===== src/rtl/cosim_scoreboard_if.sv =====
// Handshake and result bundle for cosim_scoreboard.
//   gold_valid/gold_data/gold_ready : golden stream, valid/ready handshake
//   dut_valid/dut_data/dut_ready    : DUT stream, valid/ready handshake
//   match_cnt/mismatch_cnt          : saturating pair counters
//   err_flag, first_err_*           : sticky first-mismatch capture
//   timeout_flag                    : sticky one-sided stall indication
// master = stream producer / result observer, slave = the scoreboard.
// W and CNT_W must match the parameters of the attached scoreboard.
interface cosim_scoreboard_if #(
    parameter int unsigned W     = 16,
    parameter int unsigned CNT_W = 16
);
    logic             gold_valid;
    logic [W-1:0]     gold_data;
    logic             gold_ready;
    logic             dut_valid;
    logic [W-1:0]     dut_data;
    logic             dut_ready;
    logic [CNT_W-1:0] match_cnt;
    logic [CNT_W-1:0] mismatch_cnt;
    logic             err_flag;
    logic [W-1:0]     first_err_gold;
    logic [W-1:0]     first_err_dut;
    logic [CNT_W-1:0] first_err_idx;
    logic             timeout_flag;

    modport master (
        output gold_valid, gold_data, dut_valid, dut_data,
        input  gold_ready, dut_ready, match_cnt, mismatch_cnt, err_flag,
        input  first_err_gold, first_err_dut, first_err_idx, timeout_flag
    );

    modport slave (
        input  gold_valid, gold_data, dut_valid, dut_data,
        output gold_ready, dut_ready, match_cnt, mismatch_cnt, err_flag,
        output first_err_gold, first_err_dut, first_err_idx, timeout_flag
    );
endinterface


===== src/rtl/cosim_scoreboard.sv =====
// In-order co-simulation scoreboard. Buffers a golden and a DUT stream in
// separate DEPTH-entry FIFOs, compares heads pairwise one per cycle, keeps
// saturating match/mismatch counters, captures the first mismatch and flags
// a stall where only one side has data for TIMEOUT cycles.
// Ports:
//   CLK    : clock, rising edge
//   _RESET : asynchronous active-low reset
//   clear  : synchronous clear of FIFOs, counters and flags (ready stays high)
//   sb     : cosim_scoreboard_if.slave, streams in and results out
module cosim_scoreboard #(
    parameter int unsigned W       = 16,
    parameter int unsigned DEPTH   = 4,
    parameter int unsigned CNT_W   = 16,
    parameter int unsigned TIMEOUT = 256
) (
    input  logic              CLK,
    input  logic              _RESET,
    input  logic              clear,
    cosim_scoreboard_if.slave sb
);
    localparam int unsigned AW     = $clog2(DEPTH);
    localparam int unsigned WAIT_W = (TIMEOUT > 0) ? $clog2(TIMEOUT + 1) : 1;
    localparam logic [WAIT_W-1:0] WAIT_MAX = WAIT_W'(TIMEOUT);

    logic [W-1:0]      r_gold_mem [DEPTH];
    logic [W-1:0]      r_dut_mem  [DEPTH];
    // Extra MSB on each pointer separates full from empty.
    logic [AW:0]       r_gold_wr, r_gold_rd, r_dut_wr, r_dut_rd;
    logic              r_rdy_en;
    logic [CNT_W-1:0]  r_match_cnt, r_mismatch_cnt, r_cmp_idx, r_first_err_idx;
    logic              r_err_flag, r_timeout_flag;
    logic [W-1:0]      r_first_err_gold, r_first_err_dut;
    logic [WAIT_W-1:0] r_wait_cnt;

    logic              w_gold_empty, w_gold_full, w_dut_empty, w_dut_full;
    logic              w_gold_push, w_dut_push, w_cmp, w_one_side, w_equal;
    logic              w_timeout_hit;
    logic [W-1:0]      w_gold_head, w_dut_head;
    logic [WAIT_W-1:0] w_wait_nxt;

    assign w_gold_empty = (r_gold_wr == r_gold_rd);
    assign w_dut_empty  = (r_dut_wr == r_dut_rd);
    assign w_gold_full  = (r_gold_wr[AW] != r_gold_rd[AW]) &&
                          (r_gold_wr[AW-1:0] == r_gold_rd[AW-1:0]);
    assign w_dut_full   = (r_dut_wr[AW] != r_dut_rd[AW]) &&
                          (r_dut_wr[AW-1:0] == r_dut_rd[AW-1:0]);

    // r_rdy_en holds both readies low through reset and the first edge after.
    assign sb.gold_ready = r_rdy_en & ~w_gold_full;
    assign sb.dut_ready  = r_rdy_en & ~w_dut_full;
    assign w_gold_push   = sb.gold_valid & sb.gold_ready;
    assign w_dut_push    = sb.dut_valid & sb.dut_ready;

    assign w_gold_head = r_gold_mem[r_gold_rd[AW-1:0]];
    assign w_dut_head  = r_dut_mem[r_dut_rd[AW-1:0]];
    assign w_cmp       = ~w_gold_empty & ~w_dut_empty;
    assign w_one_side  = w_gold_empty ^ w_dut_empty;
    assign w_equal     = (w_gold_head == w_dut_head);

    // Stall counter: counts while exactly one side holds data, holds at TIMEOUT.
    always_comb begin
        w_wait_nxt = r_wait_cnt;
        if (!w_one_side) begin
            w_wait_nxt = '0;
        end else if (r_wait_cnt != WAIT_MAX) begin
            w_wait_nxt = r_wait_cnt + 1'b1;
        end
        w_timeout_hit = (TIMEOUT != 0) && (w_wait_nxt == WAIT_MAX);
    end

    // Storage carries no reset; entries are only read while marked valid.
    always_ff @(posedge CLK) begin
        if (w_gold_push && !clear) r_gold_mem[r_gold_wr[AW-1:0]] <= sb.gold_data;
        if (w_dut_push && !clear)  r_dut_mem[r_dut_wr[AW-1:0]]   <= sb.dut_data;
    end

    always_ff @(posedge CLK or negedge _RESET) begin
        if (!_RESET) begin
            r_rdy_en         <= 1'b0;
            r_gold_wr        <= '0;
            r_gold_rd        <= '0;
            r_dut_wr         <= '0;
            r_dut_rd         <= '0;
            r_match_cnt      <= '0;
            r_mismatch_cnt   <= '0;
            r_cmp_idx        <= '0;
            r_err_flag       <= 1'b0;
            r_first_err_gold <= '0;
            r_first_err_dut  <= '0;
            r_first_err_idx  <= '0;
            r_timeout_flag   <= 1'b0;
            r_wait_cnt       <= '0;
        end else if (clear) begin
            // Same-edge pushes and compares are dropped.
            r_rdy_en         <= 1'b1;
            r_gold_wr        <= '0;
            r_gold_rd        <= '0;
            r_dut_wr         <= '0;
            r_dut_rd         <= '0;
            r_match_cnt      <= '0;
            r_mismatch_cnt   <= '0;
            r_cmp_idx        <= '0;
            r_err_flag       <= 1'b0;
            r_first_err_gold <= '0;
            r_first_err_dut  <= '0;
            r_first_err_idx  <= '0;
            r_timeout_flag   <= 1'b0;
            r_wait_cnt       <= '0;
        end else begin
            r_rdy_en   <= 1'b1;
            r_wait_cnt <= w_wait_nxt;
            if (w_timeout_hit) r_timeout_flag <= 1'b1;
            if (w_gold_push) r_gold_wr <= r_gold_wr + 1'b1;
            if (w_dut_push)  r_dut_wr  <= r_dut_wr + 1'b1;
            if (w_cmp) begin
                r_gold_rd <= r_gold_rd + 1'b1;
                r_dut_rd  <= r_dut_rd + 1'b1;
                r_cmp_idx <= r_cmp_idx + 1'b1;
                if (w_equal) begin
                    if (r_match_cnt != '1) r_match_cnt <= r_match_cnt + 1'b1;
                end else begin
                    if (r_mismatch_cnt != '1) r_mismatch_cnt <= r_mismatch_cnt + 1'b1;
                    if (!r_err_flag) begin
                        r_err_flag       <= 1'b1;
                        r_first_err_gold <= w_gold_head;
                        r_first_err_dut  <= w_dut_head;
                        r_first_err_idx  <= r_cmp_idx;
                    end
                end
            end
        end
    end

    assign sb.match_cnt      = r_match_cnt;
    assign sb.mismatch_cnt   = r_mismatch_cnt;
    assign sb.err_flag       = r_err_flag;
    assign sb.first_err_gold = r_first_err_gold;
    assign sb.first_err_dut  = r_first_err_dut;
    assign sb.first_err_idx  = r_first_err_idx;
    assign sb.timeout_flag   = r_timeout_flag;
endmodule


===== src/flat_wrapper.sv =====
// flat-port wrapper written by rule: the top's interface ports become plain ports
module cosim_scoreboard_flat 
#(
    parameter int unsigned W       = 16,
    parameter int unsigned DEPTH   = 4,
    parameter int unsigned CNT_W   = 16,
    parameter int unsigned TIMEOUT = 256
)
  (CLK, _RESET, clear, sb_gold_valid, sb_gold_data, sb_dut_valid, sb_dut_data, sb_gold_ready, sb_dut_ready, sb_match_cnt, sb_mismatch_cnt, sb_err_flag, sb_first_err_gold, sb_first_err_dut, sb_first_err_idx, sb_timeout_flag);
  cosim_scoreboard_if #(.W(W), .CNT_W(CNT_W)) sb_i ();
  input  logic CLK;
  input  logic _RESET;
  input  logic clear;
  input wire logic [$bits(sb_i.gold_valid)-1:0] sb_gold_valid;
  input wire logic [$bits(sb_i.gold_data)-1:0] sb_gold_data;
  input wire logic [$bits(sb_i.dut_valid)-1:0] sb_dut_valid;
  input wire logic [$bits(sb_i.dut_data)-1:0] sb_dut_data;
  output wire logic [$bits(sb_i.gold_ready)-1:0] sb_gold_ready;
  output wire logic [$bits(sb_i.dut_ready)-1:0] sb_dut_ready;
  output wire logic [$bits(sb_i.match_cnt)-1:0] sb_match_cnt;
  output wire logic [$bits(sb_i.mismatch_cnt)-1:0] sb_mismatch_cnt;
  output wire logic [$bits(sb_i.err_flag)-1:0] sb_err_flag;
  output wire logic [$bits(sb_i.first_err_gold)-1:0] sb_first_err_gold;
  output wire logic [$bits(sb_i.first_err_dut)-1:0] sb_first_err_dut;
  output wire logic [$bits(sb_i.first_err_idx)-1:0] sb_first_err_idx;
  output wire logic [$bits(sb_i.timeout_flag)-1:0] sb_timeout_flag;
  assign sb_i.gold_valid = sb_gold_valid;
  assign sb_i.gold_data = sb_gold_data;
  assign sb_i.dut_valid = sb_dut_valid;
  assign sb_i.dut_data = sb_dut_data;
  assign sb_gold_ready = sb_i.gold_ready;
  assign sb_dut_ready = sb_i.dut_ready;
  assign sb_match_cnt = sb_i.match_cnt;
  assign sb_mismatch_cnt = sb_i.mismatch_cnt;
  assign sb_err_flag = sb_i.err_flag;
  assign sb_first_err_gold = sb_i.first_err_gold;
  assign sb_first_err_dut = sb_i.first_err_dut;
  assign sb_first_err_idx = sb_i.first_err_idx;
  assign sb_timeout_flag = sb_i.timeout_flag;
  cosim_scoreboard #(.W(W), .DEPTH(DEPTH), .CNT_W(CNT_W), .TIMEOUT(TIMEOUT)) u_core (.CLK(CLK), ._RESET(_RESET), .clear(clear), .sb(sb_i));
endmodule

===== config.mk =====
export PLATFORM = sky130hd
export DESIGN_NAME = cosim_scoreboard_flat
export DESIGN_NICKNAME = d
export VERILOG_FILES = /design/src/rtl/cosim_scoreboard_if.sv /design/src/rtl/cosim_scoreboard.sv /design/src/flat_wrapper.sv
export SDC_FILE = /design/constraint.sdc
export NUM_CORES = 1
export LEC_CHECK = 0
export BUFFER_PORTS_ARGS = -buffer_cell sky130_fd_sc_hd__clkbuf_2
export CAP_MARGIN = 40
export CORE_UTILIZATION = 53
export CTS_CLUSTER_SIZE = 30
export DETAILED_ROUTE_END_ITERATION = 7
export PLACE_DENSITY = 0.76
export SYNTH_ARGS = -nofsm -noshare
export SYNTH_HDL_FRONTEND = slang
export SYNTH_SLANG_ARGS = --single-unit

===== constraint.sdc =====
create_clock -name CLK -period 3.1 [get_ports CLK]
set_input_delay 0.775 -clock CLK [delete_from_list [all_inputs] [get_ports CLK]]
set_output_delay 0.775 -clock CLK [all_outputs]
set_load 0.005 [all_outputs]

# ---- Word-level counts from Yosys, hierarchy flattened
# Memories as Yosys holds them, arrays and structs flattened.
# Index checks and enable logic that the tools add are counted.
dict set report totals {
  ramBits 128
  reg_bits 120
  mem_count 2
  elab_cells 105
  input_bits 37
}
# memory words width read_ports rd_ports_with_merged_regs write_ports line
set memory_table {}
lappend memory_table {u_core.r_dut_mem 4 16 1 0 1 cosim_scoreboard.sv:26} ;# logic [W-1:0] r_dut_mem [DEPTH];
lappend memory_table {u_core.r_gold_mem 4 16 1 0 1 cosim_scoreboard.sv:25} ;# logic [W-1:0] r_gold_mem [DEPTH];
dict set report classes {
  n_reduce_logical 16
  addsub 8
  n_mux 42
  n_bitwise 10
  eq_ne 13
}
# op n
set ops {}
lappend ops {{$mux 16} 22}
lappend ops {{$add 16x1->16 const B} 3}
lappend ops {{$ne 16x16->1 const B} 2}
lappend ops {{$mux 9} 3}
lappend ops {{$mux 3} 8}
lappend ops {{$eq 16x16->1} 1}
lappend ops {{$reduce_bool 2->1} 7}
lappend ops {{$add 3x1->3 const B} 4}
lappend ops {{$add 9x1->9 const B} 1}
lappend ops {{$eq 9x9->1 const B} 1}
lappend ops {{$mux 1} 9}
lappend ops {{$ne 9x9->1 const B} 1}
lappend ops {{$reduce_and 3->1} 3}
lappend ops {{$eq 3x3->1} 2}
lappend ops {{$and 1x1->1} 5}
lappend ops {{$eq 2x2->1} 2}
lappend ops {{$logic_and 1x1->1} 4}
lappend ops {{$ne 2x2->1 const B} 2}
lappend ops {{$not 1->1} 4}
lappend ops {{$ne 1x1->1} 2}
lappend ops {{$reduce_and 2->1} 1}
lappend ops {{$logic_not 1->1} 1}
lappend ops {{$xor 1x1->1} 1}

# ---- Longest topological paths before layout
# Gate-level depths: netlist of run 1.
dict set report logic_depth {
  ltp_word 8
  ltp_mapped 12
  mapped_depth_nobuf 9
}

# ---- Least setup slack after synthesis of run 1
# No wires, ideal clock.
dict set report synth_timing {
  path_type {register to register}
  startpoint {register u_core.r_gold_rd[1]}
  endpoint {register u_core.r_match_cnt[12], in the netlist u_core.sb.match_cnt[12]}
  path_stages_with_launch 10
  slack_ps 92
  setup_ps 78
  arrival_ps 2930
  cell_sequence {dfrtp_1 -> clkbuf_1 -> buf_1 -> mux4_2 -> xnor2_1 -> nand4_1 -> or4_1 -> buf_2 -> or4_1 -> a21oi_1}
}
dict set report synth_between {
  elab_chain_cells 5
  elab_cells_between_ends 8
  classes_between {eq/ne: 2; bitwise: 2; reduce/logical: 3; memory: 1}
}
# element line
set synth_rtl {}
lappend synth_rtl {{start, declared} cosim_scoreboard.sv:28} ;# logic [AW:0] r_gold_wr, r_gold_rd, r_dut_wr, r_dut_rd;
lappend synth_rtl {{start signal, assigned} cosim_scoreboard.sv:116} ;# r_gold_rd <= r_gold_rd + 1'b1;
lappend synth_rtl {{parallel branches: the longest is 4 deep, another holds $mem_v2 4x16} --}
lappend synth_rtl {{$reduce_and 3->1 (no line) *} --}
lappend synth_rtl {{end signal, assigned} cosim_scoreboard.sv:120} ;# if (r_match_cnt != '1) r_match_cnt <= r_match_cnt + 1'b1;
lappend synth_rtl {{end, declared} cosim_scoreboard.sv:30} ;# logic [CNT_W-1:0] r_match_cnt, r_mismatch_cnt, r_cmp_idx, r_first_err_idx;
# Mark *: on every way between the ends.
# A chain may end at the register's enable or synchronous reset.

# ---- Worst setup path in the final report of run 1
dict set report layout_timing {
  startpoint {register u_core.r_dut_rd[0]}
  endpoint {register u_core.r_match_cnt[8], in the netlist u_core.sb.match_cnt[8]}
}
dict set report layout_between {
  elab_chain_cells 5
  elab_cells_between_ends 8
  classes_between {eq/ne: 2; bitwise: 2; reduce/logical: 3; memory: 1}
}
# element line
set layout_rtl {}
lappend layout_rtl {{start, declared} cosim_scoreboard.sv:28}
lappend layout_rtl {{start signal, assigned} cosim_scoreboard.sv:117} ;# r_dut_rd <= r_dut_rd + 1'b1;
lappend layout_rtl {{parallel branches: the longest is 4 deep, another holds $mem_v2 4x16} --}
lappend layout_rtl {{$reduce_and 3->1 (no line) *} --}
# Marked as above.

==> impl_metrics.tcl, run 1 <==
set metrics [dict create \
    core_area_um2 19700 \
    final_cell_mix "edfxtp_1, clkbuf_2, dfrtp_1" \
    drtIter0Drc 618 \
    p_sw_share_pct 23.2 \
    grt_pass1_wl_mm 38.0 \
    drt_pass1_iterations 5 \
    die_area_um2 20900 \
    max_slew_margin_pct 45.0 \
    synth_cell_types 46 \
    clock_sinks 248 \
    period_needed_ns 3.02 \
    p_int_mw 5.88 \
    setup_viol 0 \
    cts_buffers 26 \
    nets 1021 \
    finalHoldViolCount 0 \
    clk_pin_slew_ns 0.07 \
    num-fill-cells 1424 \
    synth_top_area_cell "edfxtp_1" \
    pwr-share-seq_pct 47.1 \
    drv_slew 0 \
    syn_inst 833 \
    htree_levels 1 \
    dieHeight_um 145 \
    rows 51 \
    worstMarginPinSlew_ns 0.824 \
    wl_per_cell_um 19.7 \
    ys_ff_latch 248 \
    antenna_found_initial 0 \
    drv_cap 0 \
    hp-class "input port to asynchronous set/reset pin" \
    whs_ns 0.250 \
    drc_errors 0 \
    yosysWarningCount 0 \
    syn_to_final_growth_pct 19.1 \
    numPortBuffers 120 \
    dpl_cell_area_um2 11800 \
    worstPathMaxFanout 25 \
    finalCritPeriodShare_pct 97.4 \
    finalClockSkew_ns 0.0118 \
    vias 7415 \
    antenna_cells 0 \
    wirelength_mm 24.7 \
    powerDensity_nw_per_um2 596 \
    pwr-share-clk_pct 43.1 \
    crit_arrival_ns 3.48 \
    final_common_cell "edfxtp_1" \
    synth_area_per_cell_um2 12.9 \
    clockRootBuffer "clkbuf_16" \
    grt_overflow_total 0 \
    yosysSeqAreaShare_pct 63.5 \
    place_congestion 0.845 \
    multi_input_area_um2 3690 \
    grt_max_degree 79 \
    synth.top_cell.area_share_pct 35.7 \
    pwr-share-comb_pct 9.8 \
    antenna_left 0 \
    insertion_delay_ns 0.53 \
    yosys-top-cells-area "edfxtp_1, dfrtp_1, mux4_2" \
    finalInstanceArea_um2 12800 \
    track_usage_pct 24.0 \
    synth_area_um2 10800 \
    synthArstFlopShare_pct 48.4 \
    register_area_um2 6850 \
    grt_pass1_vias 7004 \
    total_leakage_power_nw 5.01 \
    cts_tree "built" \
    dp_hpwl_mm 16.2 \
    outcome "complete, no violations" \
    crit_type "register to register" \
    io_pins 121 \
    synth_edf_count 128 \
    worstSetupStartpointType "register" \
    required_ns 3.56 \
    drive_gt1_share_pct 25.1 \
    die_x_um 145 \
    vdd_drop_max_mv 0.532 \
    timing.fmax_mhz 331 \
    p_switching_mw 1.78 \
    crit_path_end_kind "register" \
    initial_core_util_pct 54.7 \
    synth-main-ff-cell "edfxtp_1" \
    syn_nets 886 \
    clk_path_buf_depth 3 \
    viasPerCell 5.92 \
]
[worst max-delay path, cell delays in order, from the launching register on]
cell and delay [ns]:
dfrtp_2 0.44, buf_12 0.17, mux4_2 0.57, xnor2_2 0.23, nand4_1 0.21, or4_4 0.48, buf_12 0.17, or4_1 0.52
a21oi_2 0.14
[logic make-up (layout without fill, tap and decap cells)]
kind of cell | after synthesis | in the layout | share of synthesized area, %
flip-flops | 248 | 248 | 63.5
AND/OR/NAND/NOR | 247 | 247 | 11.9
AO/OA/AOI/OAI | 166 | 166 | 8.41
buffers and inverters | 64 | 218 | 2.65
XOR/XNOR | 49 | 49 | 3.98
multiplexers | 42 | 42 | 7.65
adder cells (fa/ha/maj) | 16 | 16 | 1.86
other | 1 | 1 | 0.0348
[final timing paths]
check / startpoint / slack (ns) / depth (start not counted) / to
max in group asynchronous: _RESET / 2.11 / 2 / u_core.sb.first_err_gold[6]
min in group CLK: sb_gold_data[3] / 0.47 / 1 / u_core.r_gold_mem[2][3]
min reg2reg: u_core.sb.first_err_idx[8] / 0.54 / 2 / u_core.sb.first_err_idx[8]
max reg2reg: u_core.r_dut_rd[0] / 0.08 / 8 / u_core.sb.match_cnt[8]
max: u_core.r_dut_rd[0] / 0.08 / 8 / u_core.sb.match_cnt[8]
min: _RESET / 0.25 / 1 / u_core.sb.first_err_idx[11]
[Yosys cell counts (all sizes together) (2+ instances only)]
master and count:
edfxtp 128, dfrtp 120, a21oi 79, nand3 67
o21ai 61, nor2 52, clkbuf 39, nand2 33
mux4 32, xnor2 31, xor2 18, ha 16
or4 16, buf 15, nand4 15, and3 14
o31ai 14, or3 14, and2 12, inv 9
mux2i 7, nor2b 6, nor4 5, and4 3
mux2 3, o31a 3, nand4b 2, nor3 2
nor3b 2, o41ai 2
[per-layer routing]
metal | share of wire (%) | GRT usage (%) | wire, µm
met1 | 43 | 35.5 | 10700
met2 | 47 | 37.2 | 11600
met3 | 7.0 | 3.34 | 1720
met4 | 2.7 | 6.87 | 662
met5 | 0 | 0 | 0
[repair_timing]
item	CTS	global route
hold buffers	0	0
setup endpoints to repair	4	49
setup buffers	0	6
resized for setup	2	7
pin swaps	0	2
[state kept, by name (all words and copies together) (netlist names)]
signal / cells
u_core.r_dut_mem: 64
u_core.r_gold_mem: 64
u_core.r_cmp_idx: 16
u_core.sb.first_err_dut: 16
u_core.sb.first_err_gold: 16
u_core.sb.first_err_idx: 16
u_core.sb.match_cnt: 16
u_core.sb.mismatch_cnt: 16
u_core.r_wait_cnt: 9
u_core.r_dut_rd: 3
u_core.r_dut_wr: 3
u_core.r_gold_rd: 3
u_core.r_gold_wr: 3
u_core.r_rdy_en: 1
u_core.sb.err_flag: 1
u_core.sb.timeout_flag: 1
[power groups by stage]
stage                     clock, mW  combinational, mW  sequential [mW]
after floorplan                   0              0.441             3.65
after global placement            0              0.709             3.66
after detailed placement          0              0.721             3.67
after CTS                      3.35              0.734             3.60
after global routing           3.47              0.823             3.61
final                          3.30              0.753             3.61
[metrics by stage]
step                      setup WS, ns  power (mW)  std cells  utilization [%]  setup TNS, ns
final                           0.0794        7.66       1252             65.2              0
after global routing           -0.0164        7.91       1252             65.2        -0.0232
after CTS                       0.0119        7.69       1246             64.8              0
after detailed placement       -0.0143        4.39       1199             60.1        -0.0274
after global placement         0.00446        4.37       1199             60.1              0
after floorplan                 0.0920        4.09        833                -              0
[area by class of cell]
cell class	instances	share of cell area [%]
multi-input cells	521	28.7
well taps	265	2.58
clock inverters	15	1.68
inverters	10	0.292
clock buffers	32	5.47
flip-flops and latches	248	53.3
repair buffers	161	7.92
No activity file was read; power rests on OpenSTA's default activity.
==> run 2: changes to the inputs <==
CAP_MARGIN = not set   (was 40)
PLACE_DENSITY = 0.82   (was 0.76)
SETUP_SLACK_MARGIN = 0.5   (was not set)
==> run 2 against run 1 <==
  * Cell count grew 2.8%
  * Via count grew 10%
  * The flow now finishes with violations (negative setup slack)
  * First-iteration DRC count grew 32%
  * Highest routed layer unchanged
  * Critical path depth grew 4
  * Clock power shrank 8.5%
  * Clock skew grew 0.011 ns
  * Register-to-register slack lost 0.18 ns
  * Die area is the same
  * Power grew 0.40%
  * Combinational power grew 41%
==> impl_metrics.tcl, run 2 (synthesized netlist as in run 1, its figures left out) <==
set metrics [dict create \
    die_area_um2 20900 \
    antenna_left 0 \
    finalClockSkew_ns 0.0229 \
    powerDensity_nw_per_um2 558 \
    outcome "finished, violations left" \
    drc_errors 0 \
    grt_pass1_wl_mm 42.4 \
    total_leakage_power_nw 5.35 \
    crit_slowest_cell "mux4_2" \
    dp_hpwl_mm 17.3 \
    numPortBuffers 120 \
    pwr-share-clk_pct 39.3 \
    finalCritPeriodShare_pct 103 \
    finalInstanceArea_um2 13800 \
    worstMarginPinSlew_ns 1.34 \
    grt_max_degree 77 \
    worstPathMaxFanout 7 \
    timing.rr.start "u_core.r_dut_rd[0]" \
    crit_arrival_ns 3.64 \
    die_x_um 145 \
    vias 8160 \
    timing.fmax_mhz 313 \
    violations "negative setup slack" \
    grt_pass1_vias 7912 \
    max_slew_margin_pct 10.6 \
    initial_core_util_pct 54.7 \
    drv_slew 0 \
    io_pins 121 \
    cpMostUsedCell "buf_6" \
    clk_path_buf_depth 3 \
    place_congestion 0.858 \
    clock_sinks 248 \
    critPathTopFamily "buffers and inverters" \
    drv_cap 0 \
    startpoint "u_core.r_dut_rd[0]" \
    required_ns 3.54 \
    final_cells 1287 \
    cts_tree "built" \
    hp-class "input port to asynchronous set/reset pin" \
    final_cell_mix "edfxtp_1, dfrtp_1, clkbuf_2" \
    num-fill-cells 1176 \
    tns_ns -2.84 \
    finalHoldViolCount 0 \
    viasPerCell 6.34 \
    p_switching_mw 1.95 \
    cts_buffers 26 \
    drtIter0Drc 815 \
    clockRootBuffer "clkbuf_16" \
    drt_pass1_iterations 5 \
    dpl_cell_area_um2 11800 \
    worstSetupStartpointType "register" \
    setup_ws_ns -0.0982 \
    pwr-share-comb_pct 13.9 \
    antenna_found_initial 0 \
    setup_viol 54 \
    crit_type "register to register" \
    track_usage_pct 27.1 \
    path_cells "buf_12 > buf_12 > mux4_2 > xnor2_2 > nand4_1 > buf_6 > o41ai_4 > buf_6 > buf_6 > clkbuf_16 > o31ai_4 > a21oi_1" \
    drive_gt1_share_pct 32.9 \
    grt_overflow_total 0 \
    insertion_delay_ns 0.54 \
    syn_to_final_growth_pct 27.7 \
    clk_pin_slew_ns 0.06 \
    critPathBufInv 6 \
    rsz0062_at_grt "yes" \
    wl_per_cell_um 23.7 \
    period_needed_ns 3.20 \
    rows 51 \
    critical_path.max_stage_delay_ns 0.56 \
    wirelength_mm 30.5 \
    vdd_drop_max_mv 0.486 \
    total_power_mw 7.69 \
    core_area_um2 19700 \
    dieHeight_um 145 \
    crit_path_end_kind "register" \
    whs_ns 0.275 \
    dp_worst_setup_slack_ns 0.00249 \
    holdBufCountCts 0 \
    p_int_mw 5.73 \
    pwr-share-seq_pct 46.8 \
    final_common_cell "edfxtp_1" \
    nets 1055 \
    post-route-util_pct 69.8 \
    dp.cells 1199 \
    antenna_cells 0 \
    p_sw_share_pct 25.4 \
    htree_levels 1 \
]
[run 2: cell count changes in the layout (fill, tap and decap cells not counted), sizes merged]
cell,before,now
buf,43,71
bufinv,5,2
clkbuf,150,153
clkinv,10,16
clkinvlp,0,1
[run 2: repair_timing]
action                     CTS  global route
pin swaps                   34            44
gates resized for setup     37           108
cloned                       5             7
setup buffers               12            16
setup endpoints to repair   89            85
[run 2: worst paths after layout]
check	to	slack, ns	cells after the start
hold reg to reg	u_core.sb.timeout_flag	0.51	1
min in group CLK	u_core.r_gold_mem[1][15]	0.46	1
hold / removal	u_core.sb.match_cnt[3]	0.28	1
max in group asynchronous	u_core.r_cmp_idx[7]	2.07	2
setup reg to reg	u_core.sb.mismatch_cnt[3]	-0.1	12
setup / recovery	u_core.sb.mismatch_cnt[3]	-0.1	12
[run 2: power groups by stage]
| stage | registers, mW | logic (mW) | clock network (mW) |
|---|---|---|---|
| floorplan | 3.65 | 0.442 | 0 |
| finish | 3.60 | 1.06 | 3.02 |
| global route | 3.60 | 1.13 | 3.18 |
| CTS | 3.59 | 0.844 | 3.02 |
| detailed placement | 3.66 | 0.737 | 0 |
| global placement | 3.65 | 0.708 | 0 |
[run 2: per-layer routing]
metal / vias up / wire length [µm] / part of all wire (%) / global-route usage, %
met1: 4063 / 11300 / 37 / 34.0
met5: - / 0 / 0 / 0
met4: 0 / 1220 / 4.0 / 12.6
met2: 538 / 15300 / 50 / 45.2
li1: 3465 / - / - / -
met3: 94 / 2630 / 8.6 / 5.53
[run 2: cell type report]
cell class              instances  area (µm²)  share of cell area (%)
clock buffers                  29         662                    4.81
flip-flops and latches        248        6850                    49.7
inverters                      10        37.5                   0.273
multi-input cells             521        4120                    29.9
repair buffers                195        1610                    11.7
clock inverters                19         165                    1.20
well taps                     265         332                    2.41
==> run 3: changes to the inputs <==
ABC_AREA = 1   (was not set)
CORE_UTILIZATION = 54   (was 53)
PLACE_DENSITY = 0.83   (was 0.82)
==> run 3 against run 2 <==
  * The flow now finishes without violations
  * Combinational power decreased by 17%
  * Critical path depth down 5
  * Worst setup slack better by 0.66 ns
  * Clock skew down 0.013 ns
  * Area after synthesis grew 12%
  * Power up 1.8%
  * Hold slack worse by 0.036 ns
  * Critical endpoint is now sb_dut_ready
  * Synthesized cell count rose by 67%
==> impl_metrics.tcl, run 3 <==
set metrics [dict create \
    multi_input_area_um2 4590 \
    period_needed_ns 2.54 \
    path_cells "inv_1 > nand2_1 > a21oi_2 > nand2_1 > nand2_1 > inv_1 > clkbuf_2" \
    final_cell_mix "nand2_1, nand3_1, edfxtp_1" \
    cts_buffers 26 \
    tns_ns 0 \
    clock_sinks 248 \
    post-route-util_pct 64.6 \
    grtUsageMet3_pct 3.98 \
    yosysWarningCount 0 \
    worstPathMaxFanout 5 \
    place_congestion 0.928 \
    worstSetupStartpointType "register" \
    drv_cap 0 \
    register_area_um2 6850 \
    cpMostUsedCell "nand2_1" \
    dpl_cell_area_um2 13000 \
    yosys-top-cells-area "edfxtp_1, dfrtp_1, nand2_1" \
    critPathTopFamily "flip-flops" \
    powerDensity_nw_per_um2 553 \
    grt_busiest_layer "met2" \
    clockRootBuffer "clkbuf_16" \
    die_x_um 151 \
    crit_arrival_ns 1.76 \
    syn_inst 1395 \
    cts_tree "built" \
    grt_overflow_total 0 \
    synth_cell_types 32 \
    antenna_left 0 \
    num-fill-cells 1734 \
    synth-main-ff-cell "edfxtp_1" \
    worstMarginPinSlew_ns 0.686 \
    final_common_cell "nand2_1" \
    antenna_found_initial 0 \
    dieHeight_um 151 \
    grt_pass1_vias 9629 \
    viasPerCell 5.63 \
    drtIter0Drc 824 \
    required_ns 2.32 \
    syn_to_final_growth_pct 17.3 \
    clk_pin_slew_ns 0.06 \
    finalInstanceArea_um2 14100 \
    timing.fmax_mhz 394 \
    vdd_drop_max_mv 0.443 \
    drive_gt1_share_pct 15.8 \
    crit_path_end_kind "primary output" \
    initial_core_util_pct 55.1 \
    vias 10276 \
    synth_area_per_cell_um2 8.65 \
    grt_max_degree 74 \
    drt_pass1_iterations 6 \
    max_slew_margin_pct 54.0 \
    core_area_um2 21900 \
    outcome "complete, no violations" \
    dp_hpwl_mm 20.3 \
    r2r-end "u_core.sb.first_err_dut[4]" \
    holdBufCountCts 0 \
    synth_area_um2 12100 \
    synth.top_cell.area_share_pct 31.9 \
    synth_top_area_cell "edfxtp_1" \
    critPathBufInv 3 \
    hp-class "input port to asynchronous set/reset pin" \
    r2r_slack_ns 0.62 \
    setup_viol 0 \
    htree_levels 1 \
    timing.rr.start "u_core.r_dut_rd[0]" \
    ys_ff_latch 248 \
    crit_type "register to primary output" \
    io_pins 121 \
    wl_per_cell_um 16.6 \
    synth_commonest_cells "nand2_1, nand3_1, edfxtp_1" \
    yosysMostFrequentCell "nand2_1" \
    yosysSeqAreaShare_pct 56.8 \
    finalHoldViolCount 0 \
    rr_worst_depth 14 \
    critical_path.max_stage_delay_ns 0.43 \
    syn_nets 1448 \
    nets 1578 \
    drc_errors 0 \
    synthArstFlopShare_pct 48.4 \
    finalClockSkew_ns 0.00984 \
    whs_ns 0.239 \
    crit_slowest_cell "dfrtp_1" \
    antenna_cells 0 \
    track_usage_pct 26.7 \
    rows 54 \
    insertion_delay_ns 0.53 \
    drv_slew 0 \
    die_area_um2 22900 \
    finalCritPeriodShare_pct 81.8 \
    met2_usage_pct 45.0 \
    total_leakage_power_nw 6.88 \
    clk_path_buf_depth 3 \
    grt_util_met1_pct 34.8 \
    grt_pass1_wl_mm 47.9 \
    numPortBuffers 120 \
    rsz0062_at_grt "yes" \
    wirelength_mm 30.2 \
    synth_edf_count 128 \
]
## run 3: worst max path at each step
stage	from	to	slack, ns	depth (start not counted)
CTS	u_core.r_gold_rd[0]	sb_gold_ready	0.48	7
finish	u_core.r_dut_wr[0]	sb_dut_ready	0.56	7
detailed placement	u_core.r_dut_rd[0]	u_core.r_cmp_idx[13]	0.29	16
global placement	u_core.r_dut_rd[0]	u_core.sb.mismatch_cnt[1]	0.41	10
global route	u_core.r_dut_rd[0]	u_core.sb.first_err_dut[4]	0.45	15
floorplan	u_core.r_gold_rd[1]	u_core.sb.first_err_gold[0]	0.64	13
## run 3: kinds of logic after synthesis
family	after synthesis	synth area share (%)
and+or+nand+nor	895	31.5
xor gates and xnor gates	29	2.11
AOI/OAI and AO/OA	45	1.90
adders and majority gates	16	1.66
other	1	0.0311
DFF	248	56.8
buffers and inverters	161	6.02
## run 3: metal layers
| layer | vias up | part of all wire (%) |
|---|---|---|
| met5 | - | 0 |
| met4 | 0 | 3.6 |
| met3 | 98 | 7.6 |
| met2 | 466 | 48 |
| met1 | 4849 | 41 |
| li1 | 4863 | - |
## run 3: layout make-up
class	count	share of cell area [%]
sequential	248	48.4
multi-input combinational	986	32.4
timing repair buffer	163	7.22
clock buffer	40	5.92
inverter	98	2.79
tap	280	2.48
clock inverter	8	0.637
timing repair inverter	2	0.106
## run 3: what timing repair did
action                     in CTS  in global routing
setup endpoints to repair      78                 71
resized for setup              11                 26
setup buffers                   2                  9
cloned                          1                  1
pin swaps                       0                  6
## run 3: metrics by stage
step                      total power [mW]  std cells  setup slack, ns
after floorplan                       4.20       1395            0.638
after global placement                4.49       1764            0.410
after detailed placement              4.53       1764            0.285
after CTS                             7.81       1815            0.484
after global routing                  8.08       1825            0.454
final                                 7.83       1825            0.563
## run 3: worst register-to-register path: cells and delay by family (launching register included)
family	cells	cell delay (ns)
DFF	1	0.53
buffers and inverters	2	0.46
and+or+nand+nor	12	1.42
## run 3: report_power, final
part | total (mW) | switching, mW | internal, mW
Combinational | 0.875 | 0.586 | 0.289
Clock | 3.30 | 1.27 | 2.03
Sequential | 3.66 | 0.0847 | 3.57
